===== config.mk =====
export PLATFORM = sky130hd
export DESIGN_NAME = ps2_key_event_engine
export DESIGN_NICKNAME = d
export VERILOG_FILES = /design/src/rtl/ps2_key_event_engine.sv
export SDC_FILE = /design/constraint.sdc
export NUM_CORES = 1
export LEC_CHECK = 0
export CAP_MARGIN = 20
export CORE_UTILIZATION = 50
export CTS_CLUSTER_DIAMETER = 80
export DETAILED_ROUTE_END_ITERATION = 8
export GPL_ROUTABILITY_DRIVEN = 0
export PLACE_DENSITY = 0.7
export SETUP_SLACK_MARGIN = 0.05
export SYNTH_ARGS = -nofsm -noshare
export SYNTH_HDL_FRONTEND = slang
export SYNTH_SLANG_ARGS = --single-unit
export TNS_END_PERCENT = 100

===== constraint.sdc =====
create_clock -name clk -period 6.05 [get_ports clk]
set_clock_uncertainty 0.2 [all_clocks]
set_input_delay 0.605 -clock clk [delete_from_list [all_inputs] [get_ports clk]]
set_output_delay 0.605 -clock clk [all_outputs]
set_load 0.005 [all_outputs]

===== src/rtl/ps2_key_event_engine.sv =====
// PS/2 scan-code event engine: decodes E0/F0 prefixes, tracks held keys and
// modifiers, and queues 13-bit key events in a first-word-fall-through FIFO.
module ps2_key_event_engine #(
  parameter int FIFO_DEPTH = 8,
  parameter int MAX_KEYS   = 6,
  parameter int CNT_WIDTH  = 8,
  parameter int REPEAT_EN  = 0
) (
  input  logic                 clk,
  input  logic                 clr,
  input  logic                 rx_ready,
  input  logic [7:0]           rx_data,
  input  logic                 rx_overflow,
  output logic                 rx_nextdata_n,
  output logic                 ev_valid,
  output logic [12:0]          ev_data,
  input  logic                 ev_ack,
  output logic                 shift,
  output logic                 ctrl,
  output logic                 caps,
  output logic [3:0]           held_count,
  output logic [CNT_WIDTH-1:0] press_count,
  output logic                 ev_drop,
  output logic                 rx_ovf
);

  localparam int AW = $clog2(FIFO_DEPTH);

  typedef enum logic [1:0] {
    S_IDLE = 2'd0,
    S_DEC  = 2'd1,
    S_WAIT = 2'd2
  } state_t;

  state_t               r_state;
  logic [7:0]           r_byte;
  logic                 r_ext;
  logic                 r_brk;
  logic                 r_nd_n;
  logic [MAX_KEYS-1:0]  r_vld;
  logic [8:0]           r_key [MAX_KEYS];
  logic                 r_shift;
  logic                 r_ctrl;
  logic                 r_caps;
  logic [3:0]           r_held_cnt;
  logic [CNT_WIDTH-1:0] r_press;
  logic                 r_drop;
  logic                 r_ovf;
  logic [12:0]          r_mem [FIFO_DEPTH];
  logic [AW-1:0]        r_wptr;
  logic [AW-1:0]        r_rptr;
  logic [AW:0]          r_cnt;

  logic [8:0]           w_key_in;
  logic                 w_is_prefix;
  logic                 w_dec_evt;
  logic [MAX_KEYS-1:0]  w_match;
  logic [MAX_KEYS-1:0]  w_ins;
  logic                 w_hit;
  logic                 w_seen_free;
  logic                 w_make_new;
  logic [MAX_KEYS-1:0]  w_vld_n;
  logic [8:0]           w_key_n [MAX_KEYS];
  logic                 w_shift_n;
  logic                 w_ctrl_n;
  logic                 w_caps_n;
  logic [3:0]           w_held_cnt_n;
  logic                 w_emit;
  logic [12:0]          w_evt;
  logic                 w_push;
  logic                 w_pop;
  logic                 w_full;
  logic                 w_push_ok;

  assign w_key_in    = {r_ext, r_byte};
  assign w_is_prefix = (r_byte == 8'hE0) || (r_byte == 8'hF0);
  assign w_dec_evt   = (r_state == S_DEC) && !w_is_prefix;
  // A make for a key already held is a typematic repeat.
  assign w_emit      = r_brk || !w_hit || (REPEAT_EN != 0);
  assign w_caps_n    = r_caps ^ (w_make_new && (r_byte == 8'h58));
  assign w_evt       = {w_caps_n, w_ctrl_n, w_shift_n, r_brk, r_ext, r_byte};
  assign w_push      = w_dec_evt && w_emit;
  assign w_pop       = ev_ack && (r_cnt != '0);
  assign w_full      = (r_cnt == (AW+1)'(FIFO_DEPTH));
  assign w_push_ok   = w_push && (!w_full || w_pop);

  assign rx_nextdata_n = r_nd_n;
  assign ev_valid      = (r_cnt != '0);
  assign ev_data       = r_mem[r_rptr];
  assign shift         = r_shift;
  assign ctrl          = r_ctrl;
  assign caps          = r_caps;
  assign held_count    = r_held_cnt;
  assign press_count   = r_press;
  assign ev_drop       = r_drop;
  assign rx_ovf        = r_ovf;

  // Next held-table contents and the modifiers derived from them.
  always_comb begin
    w_match      = '0;
    w_ins        = '0;
    w_hit        = 1'b0;
    w_seen_free  = 1'b0;
    w_vld_n      = '0;
    w_key_n      = r_key;
    w_shift_n    = 1'b0;
    w_ctrl_n     = 1'b0;
    w_held_cnt_n = 4'd0;
    for (int i = 0; i < MAX_KEYS; i++) begin
      w_match[i] = r_vld[i] && (r_key[i] == w_key_in);
      w_hit      = w_hit | w_match[i];
    end
    w_make_new = !r_brk && !w_hit;
    for (int i = 0; i < MAX_KEYS; i++) begin
      w_ins[i]     = w_make_new && !r_vld[i] && !w_seen_free;
      w_seen_free  = w_seen_free | !r_vld[i];
      w_vld_n[i]   = (r_vld[i] && !(r_brk && w_match[i])) || w_ins[i];
      w_key_n[i]   = w_ins[i] ? w_key_in : r_key[i];
      w_shift_n    = w_shift_n | (w_vld_n[i] &&
                     ((w_key_n[i] == 9'h012) || (w_key_n[i] == 9'h059)));
      w_ctrl_n     = w_ctrl_n | (w_vld_n[i] && (w_key_n[i][7:0] == 8'h14));
      w_held_cnt_n = w_held_cnt_n + 4'(w_vld_n[i]);
    end
  end

  // Byte handshake FSM plus prefix, held-table, modifier and counter state.
  always_ff @(posedge clk or posedge clr) begin
    if (clr) begin
      r_state    <= S_IDLE;
      r_byte     <= 8'h00;
      r_ext      <= 1'b0;
      r_brk      <= 1'b0;
      r_nd_n     <= 1'b1;
      r_vld      <= '0;
      for (int i = 0; i < MAX_KEYS; i++) r_key[i] <= 9'h000;
      r_shift    <= 1'b0;
      r_ctrl     <= 1'b0;
      r_caps     <= 1'b0;
      r_held_cnt <= 4'd0;
      r_press    <= '0;
    end else begin
      case (r_state)
        S_IDLE: begin
          if (rx_ready) begin
            r_byte  <= rx_data;
            r_nd_n  <= 1'b0;
            r_state <= S_DEC;
          end else begin
            r_nd_n  <= 1'b1;
          end
        end
        S_DEC: begin
          r_nd_n  <= 1'b1;
          r_state <= S_WAIT;
          if (r_byte == 8'hE0) begin
            r_ext <= 1'b1;
          end else if (r_byte == 8'hF0) begin
            r_brk <= 1'b1;
          end else begin
            r_ext      <= 1'b0;
            r_brk      <= 1'b0;
            r_vld      <= w_vld_n;
            r_key      <= w_key_n;
            r_shift    <= w_shift_n;
            r_ctrl     <= w_ctrl_n;
            r_caps     <= w_caps_n;
            r_held_cnt <= w_held_cnt_n;
            if (w_make_new) r_press <= r_press + CNT_WIDTH'(1);
          end
        end
        S_WAIT: begin
          r_nd_n  <= 1'b1;
          r_state <= S_IDLE;
        end
        default: begin
          r_nd_n  <= 1'b1;
          r_state <= S_IDLE;
        end
      endcase
    end
  end

  // Event FIFO; a push into a full FIFO survives only if the head pops too.
  always_ff @(posedge clk or posedge clr) begin
    if (clr) begin
      for (int i = 0; i < FIFO_DEPTH; i++) r_mem[i] <= 13'h0000;
      r_wptr <= '0;
      r_rptr <= '0;
      r_cnt  <= '0;
      r_drop <= 1'b0;
    end else begin
      if (w_push_ok) begin
        r_mem[r_wptr] <= w_evt;
        r_wptr        <= r_wptr + AW'(1);
      end
      if (w_push && !w_push_ok) r_drop <= 1'b1;
      if (w_pop) r_rptr <= r_rptr + AW'(1);
      if (w_push_ok && !w_pop) begin
        r_cnt <= r_cnt + (AW+1)'(1);
      end else if (!w_push_ok && w_pop) begin
        r_cnt <= r_cnt - (AW+1)'(1);
      end
    end
  end

  // Sticky receiver-overflow flag.
  always_ff @(posedge clk or posedge clr) begin
    if (clr) begin
      r_ovf <= 1'b0;
    end else if (rx_overflow) begin
      r_ovf <= 1'b1;
    end
  end

endmodule


==> impl_metrics.yaml <==
sta:
  final.setup.tns_ns: 0
  rsz0062_at_grt: "no"
  slew_headroom: 0.308
  min_period_ns: 4.79
  finalHoldViolCount: 0
  clock.fmax_ghz: 0.209
  setup_viol: 0
  tightestPinTransition_ns: 1.03
  drv_slew: 0
  finalCritPeriodShare: 0.792
clocking:
  clk_pin_slew_ns: 0.06
  cts_resized: 0
  cts_tree: "done"
  clock-sinks: 203
  insertion_delay_ns: 0.50
  htreeDepth: 1
  clockBufferDepth: 3
  root_buffer: "clkbuf_16"
  holdBufCountCts: 0
  post-cts-setup-buffers: 0
  cts_buffers: 22
drt:
  vias_per_cell: 5.78
  ant_nets: 0
  wirelength_um: 22600
  drc: 0
  via_count: 6593
  wl_per_cell_um: 19.9
  drt_iter0_markers: 580
  dr.pass1.iters: 5
logic_synthesis:
  syn_nets: 858
  syn_area_per_cell_um2: 12.3
  netlist_instances: 834
  synth_edf_count: 0
  synth_cell_types: 67
  yosys.area.top_type_share: 0.493
  ys_async_sr_fraction: 1.00
  ys_warn_count: 0
  ys_ff_latch: 203
  yosys.area.top_type: "dfrtp_1"
  synth.cell_area_mm2: 0.0103
  synth_area_leaders: "dfrtp_1, mux2_2, mux4_2"
  ys.flop_type: "dfrtp_1"
  seq_area_frac_synth: 0.496
critical_path:
  crit_arrival_ns: 4.94
  crit_required_ns: 6.20
  crit_chain: "xnor2_1 > and4_4 > and3_1 > or4_4 > nor2_1 > nor2_1 > o21ai_0 > fa_1 > inv_1 > fa_1 > inv_1 > ha_1 > inv_1 > fa_1 > o21ai_0"
  cp_max_fo: 24
  path_class: "reg2reg"
  slowest_stage: "dfrtp_1"
  start_kind: "register"
  critical-path-max-stage-delay_ns: 0.94
  worst_setup_path_end_kind: "register"
floorplanning:
  initial_core_util: 0.508
  die_h_um: 145
  die_area_mm2: 0.0211
  dieWidth_um: 145
  io_pins: 45
  std_cell_rows: 52
  core_area_mm2: 0.0202
outcome:
  outcome: "finished clean"
layout:
  syn2layout_area_growth_pct: 13.3
  nets: 878
  mostFrequentLayoutCell: "dfrtp_1"
  drive_above_1_share: 0.292
  antennaDiodeCount: 0
  layout_common_cells: "dfrtp_1, mux2_2, nand2_1"
  fin_util: 0.576
global_routing:
  grt_util_all_layers: 0.224
  grt_pass1_wl_um: 37400
  antenna_found_initial: 0
  gr-total-overflow: 0
  grt_max_degree: 123
  grt_pass1_vias: 6710
pwr:
  total_power_uw: 6000
  vdd_ir_drop_max_mv: 0.225
  p_leak_uw: 0.00499
  power_density_mw_per_mm2: 516
worst_hold_path:
  hp-class: "in2async"
place:
  dp_hpwl_um: 14500
  place.port_buffers: 43
run:
  cap_violations: 0
-- sequential cells by signal, summed over array words and instances (netlist names) --
register and cells:
r_brk 1, ctrl 1, r_wptr 3, r_vld 6
r_rptr 3, r_byte 8, caps 1, r_state 2
r_cnt 4, held_count 3, rx_ovf 1, r_ext 1
r_mem 104, shift 1, ev_drop 1, press_count 8
r_key 54, rx_nextdata_n 1
-- area by class of cell --
| class | instances | area (um^2) |
|---|---|---|
| clock inverters | 7 | 90.1 |
| inverters | 12 | 48.8 |
| well taps | 270 | 338 |
| fillers | 1712 | 8550 |
| clock buffers | 33 | 683 |
| flip-flops and latches | 203 | 5080 |
| repair buffers | 57 | 548 |
| multi-input cells | 558 | 4830 |
-- cells by family (layout without fill, tap and decap cells) --
kind of cell    after synthesis  in the layout  synth area share
mux                         189            189             0.238
flops                       203            203             0.496
simple gates                212            212             0.112
buf+inv                      73            109            0.0338
fa+ha+maj                    11             11            0.0164
other cells                   1              1          0.000366
xor+xnor                     70             70            0.0598
compound gates               75             75            0.0450
-- synth_stat cells (3+ instances only) --
cell type    n
nand4b_1     3
nand3b_1     5
xor2_1      24
mux2_2     158
ha_1         7
and3_1       3
o2111ai_1    3
buf_2       19
nor2_1      33
a21oi_1     14
fa_1         4
nand2_1     70
dfrtp_1    202
nor3_1      20
nand3_1     14
nor4b_1      5
o21ai_0     34
or3_1        5
mux4_2      26
nor4_1       6
a211oi_1     4
inv_1       11
buf_4        7
and4b_1      3
nand4_1     16
buf_6        3
nor3b_1      6
xnor2_1     46
clkbuf_1    30
mux2_4       4
o21bai_1     3
-- report_power, final --
part / switching [uW] / internal [uW] / total (uW) / leakage, uW
combinational: 865 / 1260 / 2130 / 0.00204
sequential: 576 / 1890 / 2470 / 0.00257
clock: 538 / 865 / 1400 / 0.000378
-- worst paths after layout --
path	start	endpoint	depth (start not counted)	slack (ns)
worst max register to register	r_byte[5]	held_count[1]	15	1.26
worst max-delay path	r_byte[5]	held_count[1]	15	1.26
max in group asynchronous	clr	r_rptr[0]	3	4.21
worst min-delay path	clr	r_byte[5]	2	0.20
worst min register to register	press_count[7]	press_count[7]	1	0.27
min in group clk	press_count[7]	press_count[7]	1	0.27
-- metal layers --
| metal | global-route usage | wire length [um] | up-vias |
|---|---|---|---|
| li1 | - | - | 3031 |
| met1 | 0.335 | 11100 | 3374 |
| met2 | 0.345 | 10200 | 159 |
| met3 | 0.0305 | 957 | 29 |
| met4 | 0.0568 | 419 | 0 |
| met5 | 0 | 0 | - |
-- worst max-delay path: cells and delay by family, from the launching register on --
family,cells,cell delay (ns)
buffers and inverters,3,0.20
flip-flops,1,0.94
AO/OA/AOI/OAI,2,0.33
adder cells (fa/ha/maj),4,1.45
AND/OR/NAND/NOR,5,1.36
XOR/XNOR,1,0.17
-- through the flow --
step           setup slack (ns)  cell area (um^2)  std cells  hold slack, ns
2_1_floorplan              2.00             10300        834           0.245
3_3_place_gp               1.42             10800       1100           0.256
3_5_place_dp               1.31             10800       1100           0.264
4_1_cts                    1.29             11600       1140           0.205
5_1_grt                   0.899             11600       1140           0.227
6_report                   1.26             11600       1140           0.203
(Power assumes the default switching activity.)
